==> config.mk <==
export PLATFORM = sky130hd
export DESIGN_NAME = elastic_buffer_skp_delete_ctrl
export DESIGN_NICKNAME = d
export VERILOG_FILES = /design/src/rtl/elastic_buffer_skp_delete_ctrl.sv
export SDC_FILE = /design/constraint.sdc
export NUM_CORES = 1
export LEC_CHECK = 0
export BUFFER_PORTS_ARGS = -buffer_cell sky130_fd_sc_hd__buf_2
export CORE_ASPECT_RATIO = 1.1
export CORE_MARGIN = 2
export CORE_UTILIZATION = 49
export DETAILED_ROUTE_END_ITERATION = 8
export PLACE_DENSITY = 0.78
export SYNTH_ARGS = -nofsm -noshare
export SYNTH_HDL_FRONTEND = slang
export SYNTH_SLANG_ARGS = --single-unit
==> constraint.sdc <==
create_clock -name write_clk -period 2.9 [get_ports write_clk]
set_clock_uncertainty 0.2 [all_clocks]
set_input_delay 0.145 -clock write_clk [delete_from_list [all_inputs] [get_ports write_clk]]
set_output_delay 0.145 -clock write_clk [all_outputs]
set_load 0.05 [all_outputs]
==> src/rtl/elastic_buffer_skp_delete_ctrl.sv <==
// ---------------------------------------------------------------------------
// elastic_buffer_skp_delete_ctrl
//
// Write-domain front end of the RX elastic buffer. Watches the aligned 10b
// symbol stream for SKP ordered sets (COM followed by SKPs), tracks buffer
// occupancy from the synchronized gray read pointer, and removes at most one
// SKP per ordered set when the buffer is running too full. A removal is a
// suppressed write plus a delete request to the write pointer control.
//
// Ports:
//   write_clk            recovered write clock
//   rst_n                asynchronous active-low reset
//   i_data_in            aligned 10b symbol
//   i_data_valid         i_data_in qualifier
//   i_buffer_mode        1 = elastic (deletion allowed), 0 = pass-through
//   i_gray_read_pointer  gray read pointer, already synchronized to write_clk
//   i_write_address      binary write pointer (wrap bit in MSB)
//   o_data_out           registered symbol to the buffer
//   o_write_en           registered write strobe for o_data_out
//   o_delete_req         1-cycle pulse, write pointer must not advance
//   o_skp_removed        1-cycle pulse per deleted SKP
//   o_fill_level         registered occupancy
//   o_os_error           1-cycle pulse, SKP count exceeded MAX_SKP
// ---------------------------------------------------------------------------
module elastic_buffer_skp_delete_ctrl #(
  parameter int DATA_WIDTH     = 10,
  parameter int BUFFER_DEPTH   = 16,
  parameter int HIGH_WATERMARK = 10,
  parameter int MAX_SKP        = 5
) (
  input  logic                            write_clk,
  input  logic                            rst_n,
  input  logic [DATA_WIDTH-1:0]           i_data_in,
  input  logic                            i_data_valid,
  input  logic                            i_buffer_mode,
  input  logic [$clog2(BUFFER_DEPTH):0]   i_gray_read_pointer,
  input  logic [$clog2(BUFFER_DEPTH):0]   i_write_address,
  output logic [DATA_WIDTH-1:0]           o_data_out,
  output logic                            o_write_en,
  output logic                            o_delete_req,
  output logic                            o_skp_removed,
  output logic [$clog2(BUFFER_DEPTH):0]   o_fill_level,
  output logic                            o_os_error
);

  localparam int A  = $clog2(BUFFER_DEPTH);
  localparam int PW = A + 1;
  // Counter wide enough to hold MAX_SKP+1 so overflow is observable.
  localparam int CW = $clog2(MAX_SKP + 2);

  localparam logic [PW-1:0] HWM_C     = PW'(HIGH_WATERMARK);
  localparam logic [CW-1:0] MAX_SKP_C = CW'(MAX_SKP);

  localparam logic [DATA_WIDTH-1:0] COM_P = DATA_WIDTH'(10'b0011111010);
  localparam logic [DATA_WIDTH-1:0] COM_N = DATA_WIDTH'(10'b1100000101);
  localparam logic [DATA_WIDTH-1:0] SKP_P = DATA_WIDTH'(10'b0011110100);
  localparam logic [DATA_WIDTH-1:0] SKP_N = DATA_WIDTH'(10'b1100001011);

  typedef enum logic [1:0] {
    S_IDLE     = 2'd0,
    S_COM_SEEN = 2'd1,
    S_SKP_OS   = 2'd2
  } state_t;

  state_t                r_state;
  logic [CW-1:0]         r_skp_cnt;
  logic                  r_deleted;
  logic [DATA_WIDTH-1:0] r_data_out;
  logic                  r_write_en;
  logic                  r_delete_req;
  logic                  r_skp_removed;
  logic [PW-1:0]         r_fill;
  logic                  r_os_error;

  logic                  w_is_com;
  logic                  w_is_skp;
  logic [PW-1:0]         w_rd_bin;
  logic [PW-1:0]         w_fill;
  logic [CW-1:0]         w_cnt_inc;
  logic                  w_overflow;
  logic                  w_delete;

  assign w_is_com = (i_data_in == COM_P) || (i_data_in == COM_N);
  assign w_is_skp = (i_data_in == SKP_P) || (i_data_in == SKP_N);

  // Gray to binary: each bit is the XOR of all gray bits at or above it.
  always_comb begin
    w_rd_bin = '0;
    w_rd_bin[PW-1] = i_gray_read_pointer[PW-1];
    for (int i = PW - 2; i >= 0; i--) begin
      w_rd_bin[i] = w_rd_bin[i+1] ^ i_gray_read_pointer[i];
    end
  end

  // Modulo 2^(A+1) subtraction gives correct occupancy across pointer wrap.
  assign w_fill = i_write_address - w_rd_bin;

  assign w_cnt_inc  = (r_skp_cnt == '1) ? r_skp_cnt : r_skp_cnt + 1'b1;
  assign w_overflow = (r_state == S_SKP_OS) && w_is_skp && (w_cnt_inc > MAX_SKP_C);

  // Only SKPs after the first can reach S_SKP_OS evaluation, so the first
  // SKP of every ordered set is always written. Uses last cycle's fill.
  assign w_delete = (r_state == S_SKP_OS) && w_is_skp && i_data_valid &&
                    i_buffer_mode && !r_deleted && (r_fill > HWM_C) && !w_overflow;

  always_ff @(posedge write_clk or negedge rst_n) begin
    if (!rst_n) begin
      r_state       <= S_IDLE;
      r_skp_cnt     <= '0;
      r_deleted     <= 1'b0;
      r_data_out    <= '0;
      r_write_en    <= 1'b0;
      r_delete_req  <= 1'b0;
      r_skp_removed <= 1'b0;
      r_fill        <= '0;
      r_os_error    <= 1'b0;
    end else begin
      r_fill        <= w_fill;
      r_delete_req  <= w_delete;
      r_skp_removed <= w_delete;
      r_os_error    <= 1'b0;

      // A deleted SKP leaves data_out untouched so the buffer sees no change.
      if (w_delete) begin
        r_write_en <= 1'b0;
      end else begin
        r_data_out <= i_data_in;
        r_write_en <= i_data_valid;
      end

      if (i_data_valid) begin
        case (r_state)
          S_IDLE: begin
            r_skp_cnt <= '0;
            r_deleted <= 1'b0;
            r_state   <= w_is_com ? S_COM_SEEN : S_IDLE;
          end
          S_COM_SEEN: begin
            r_deleted <= 1'b0;
            if (w_is_skp) begin
              r_state   <= S_SKP_OS;
              r_skp_cnt <= CW'(1);
            end else if (w_is_com) begin
              r_state   <= S_COM_SEEN;
              r_skp_cnt <= '0;
            end else begin
              r_state   <= S_IDLE;
              r_skp_cnt <= '0;
            end
          end
          S_SKP_OS: begin
            if (w_is_skp) begin
              if (w_overflow) begin
                r_os_error <= 1'b1;
                r_state    <= S_IDLE;
                r_skp_cnt  <= '0;
                r_deleted  <= 1'b0;
              end else begin
                r_skp_cnt <= w_cnt_inc;
                if (w_delete) begin
                  r_deleted <= 1'b1;
                end
              end
            end else begin
              r_state   <= w_is_com ? S_COM_SEEN : S_IDLE;
              r_skp_cnt <= '0;
              r_deleted <= 1'b0;
            end
          end
          default: begin
            r_state   <= S_IDLE;
            r_skp_cnt <= '0;
            r_deleted <= 1'b0;
          end
        endcase
      end
    end
  end

  assign o_data_out    = r_data_out;
  assign o_write_en    = r_write_en;
  assign o_delete_req  = r_delete_req;
  assign o_skp_removed = r_skp_removed;
  assign o_fill_level  = r_fill;
  assign o_os_error    = r_os_error;

endmodule
==> metrics <==
Synth area leaders=dfrtp_1 46%, mux2_4 10%, ha_1 8.6%, xnor2_1 3.3%, inv_1 2.9%; fin crit share=0.864; worst vdd ir=457 µV; Yosys reg bits=24; Mapped Cells=107; setup violators final=0; # port buffers=42; Post-synth EDFFs=0; Worst Tran Pin Value=about 0.50 ns; n_diodes=0; drt via density=approximately 5.3; top post-synthesis cells by count=24 x dfrtp_1, 10 x inv_1, 9 x ha_1, 9 x mux2_4; antenna viol nets, final=0; final WL=~2800 µm; Slew Limit Headroom=0.664; PostCTS Resize Cnt=0; core area=approximately 0.0025 mm²; LEAKAGE=roughly 0.00087 µW; drt first pass iters=4; Final #Nets=202; Min Clock Period, post-route=roughly 2.5 ns; Max H-tree Level=1; CTS Sinks=24; fmax=about 400 MHz; Buffers & Inverters on Critical Path=2; Initial Util=0.519; ys async rst share=1.00; via count=roughly 1100; Final Worst Setup Slack=just under 0.4 ns; setup TNS=0 ns; Max Cap Viol=0; hold path cells=4; grt ovf=0; vias in the first global route=between 1000 and 1500; die area=around 0.0031 mm²; Critical Path Sink Type=flip-flop; drt first-iter violations=19; FF-to-FF Start=r_skp_cnt[0]; # rows=19; clk buf depth=2; syn nets=141; Slew Viols, Final=0; Synth cell types=37; CP max stage cell=dlygate4sd3_1; sequential share of the synthesized area=0.459; Setup WS pre-CTS=about 0.18 ns; worst reg-to-reg path cell count=6; Synth Warn #=0; hold crit path type=in2reg; CP Launch Type=input pin; layout cells sized above 1=0.365; family with the most delay on the worst path=simple AND/OR/NAND/NOR gates; Worst-path clk slew=between 0.1 and 0.15 ns; area of the multi-input gates=about 650 µm²; initial antenna violation count=0; r2r setup slk=~0.41 ns; TritonCTS buffer count=3; Area Overhead vs Synth=34.4%; TritonCTS clock tree=done; IO Pins=43; Setup Buffers After CTS=0; clock root cell=clkbuf_4; Synth top area share=0.459; status=finished clean; Synth area leader=dfrtp_1; Synth Area per Inst=between 10 and 15 µm²; Detail Placement HPWL=~2100 µm; flip-flop and latch area=601 µm²; Placer Congestion=a little under 0.8; endpoints failing hold=0; GRT Overall Usage=0.214; latest clock arrival within the worst-skew pair=between 0.3 and 0.4 ns; Residual DRC=0; max incr delay on CP=between 0.5 and 0.6 ns; drt wl/cell=around 14 µm; mapped cell area=0.00131 mm²; top_reg_cell synth=dfrtp_1; Layout fillers=about 200; Req. time, crit path=2.91 ns; Arr. time, crit path=approximately 2.5 ns; CP Class=in2reg; Hold Path End=o_fill_level[0]; largest net degree at the start of global routing=25; most common cell in the netlist=dfrtp_1; PwrDens=530 mW/mm²; RR Endpoint=o_data_out[6]; die width=53.3 µm; Die H=58.2 µm; critical path cell sequence=dlygate4sd3_1 -> buf_2 -> nand4b_1 -> or4_4 -> o22ai_4 -> nand3_2 -> mux2_4; global-route wire length before repair=around 4800 µm; HP Start=i_gray_read_pointer[0]; RSZ-0062 raised after global routing=no; worst-path fanout max=11
[per-stage QoR]
| stage | hold WS [ns] | power [µW] | cells | util | cell area (µm²) |
|---|---|---|---|---|---|
| after floorplan | -0.351 | 596 | 107 | - | 1310 |
| after global placement | -0.0554 | 669 | 177 | 0.609 | 1530 |
| after detailed placement | -0.0553 | 682 | 177 | 0.609 | 1530 |
| after CTS | 0.00240 | 939 | 198 | 0.697 | 1760 |
| after global routing | 0.00488 | 978 | 198 | 0.697 | 1760 |
| final | 0.00578 | 931 | 198 | 0.697 | 1760 |
[state kept, by name, indices dropped and copies added, names as in the netlist]
register	flops
r_deleted	1
o_write_en	1
o_skp_removed	1
r_state	2
o_data_out	10
o_os_error	1
r_skp_cnt	3
o_fill_level	5
[tightest hold or removal path: stages]
cell	delay (ns)
buf_2	0.08
xnor2_1	0.12
ha_1	0.12
inv_1	0.03
[how the worst max path moves through the flow]
stage,from,end,slack (ns),cells after the start
floorplan,i_gray_read_pointer[4],o_fill_level[4],0.56,10
global placement,i_gray_read_pointer[4],o_fill_level[4],0.36,11
detailed placement,i_gray_read_pointer[4],o_fill_level[4],0.18,11
CTS,i_data_in[6],o_data_out[3],0.41,7
global route,r_skp_cnt[0],o_data_out[3],0.26,6
finish,i_data_in[6],o_data_out[6],0.39,7
[kinds of logic (layout without fill, tap and decap cells)]
logic type | Yosys count | in the layout | synth area share
AOI/OAI and AO/OA | 18 | 18 | 0.106
xor gates and xnor gates | 9 | 9 | 0.0603
adders and majority gates | 11 | 11 | 0.109
buffers and inverters | 13 | 73 | 0.0459
DFF | 24 | 24 | 0.459
muxes | 11 | 11 | 0.120
and+or+nand+nor | 21 | 21 | 0.0995
[metal layers]
metal | vias up | global-route usage | routed length, µm
met1 | 522 | 0.219 | 1060
li1 | 497 | - | -
met2 | 26 | 0.402 | 1610
met5 | - | 0 | 0
met3 | 6 | 0.0258 | 89
met4 | 0 | 0.121 | 77
[placed cells by master, fill, tap and decap left out, types with 2 or more instances in the layout]
| cell type | count |
|---|---|
| and2_1 | 2 |
| xor2_1 | 4 |
| clkbuf_4 | 3 |
| dfrtp_1 | 24 |
| xnor2_1 | 5 |
| a21oi_1 | 5 |
| nor3_1 | 4 |
| mux2_4 | 9 |
| ha_1 | 9 |
| dlygate4sd3_1 | 17 |
| a21o_1 | 2 |
| nand3b_1 | 2 |
| nand2_1 | 5 |
| buf_2 | 42 |
| inv_1 | 10 |
| nand3_1 | 2 |
[what timing repair did]
item | in CTS | in global routing
hold buffers | 17 | 0
endpoints found under the hold margin | 43 | 0
endpoints found under the setup margin | 0 | 0
[final cells by class]
cell class / instances / area share
Inverter: 10 / 0.0214
Clock inverter: 1 / 0.0171
Tap cell: 31 / 0.0221
Multi-Input combinational cell: 70 / 0.368
Sequential cell: 24 / 0.342
Timing Repair Buffer: 59 / 0.217
Clock buffer: 3 / 0.0128
[where the power goes]
part | internal, µW | leakage (µW) | switching [µW] | total [µW]
registers | 370 | 0.000298 | 21.4 | 391
logic | 99.6 | 0.000547 | 201 | 301
clock network | 140 | 0.0000279 | 99.2 | 239
total | 609 | 0.000873 | 322 | 931
No activity file was read; power rests on OpenSTA's default activity.
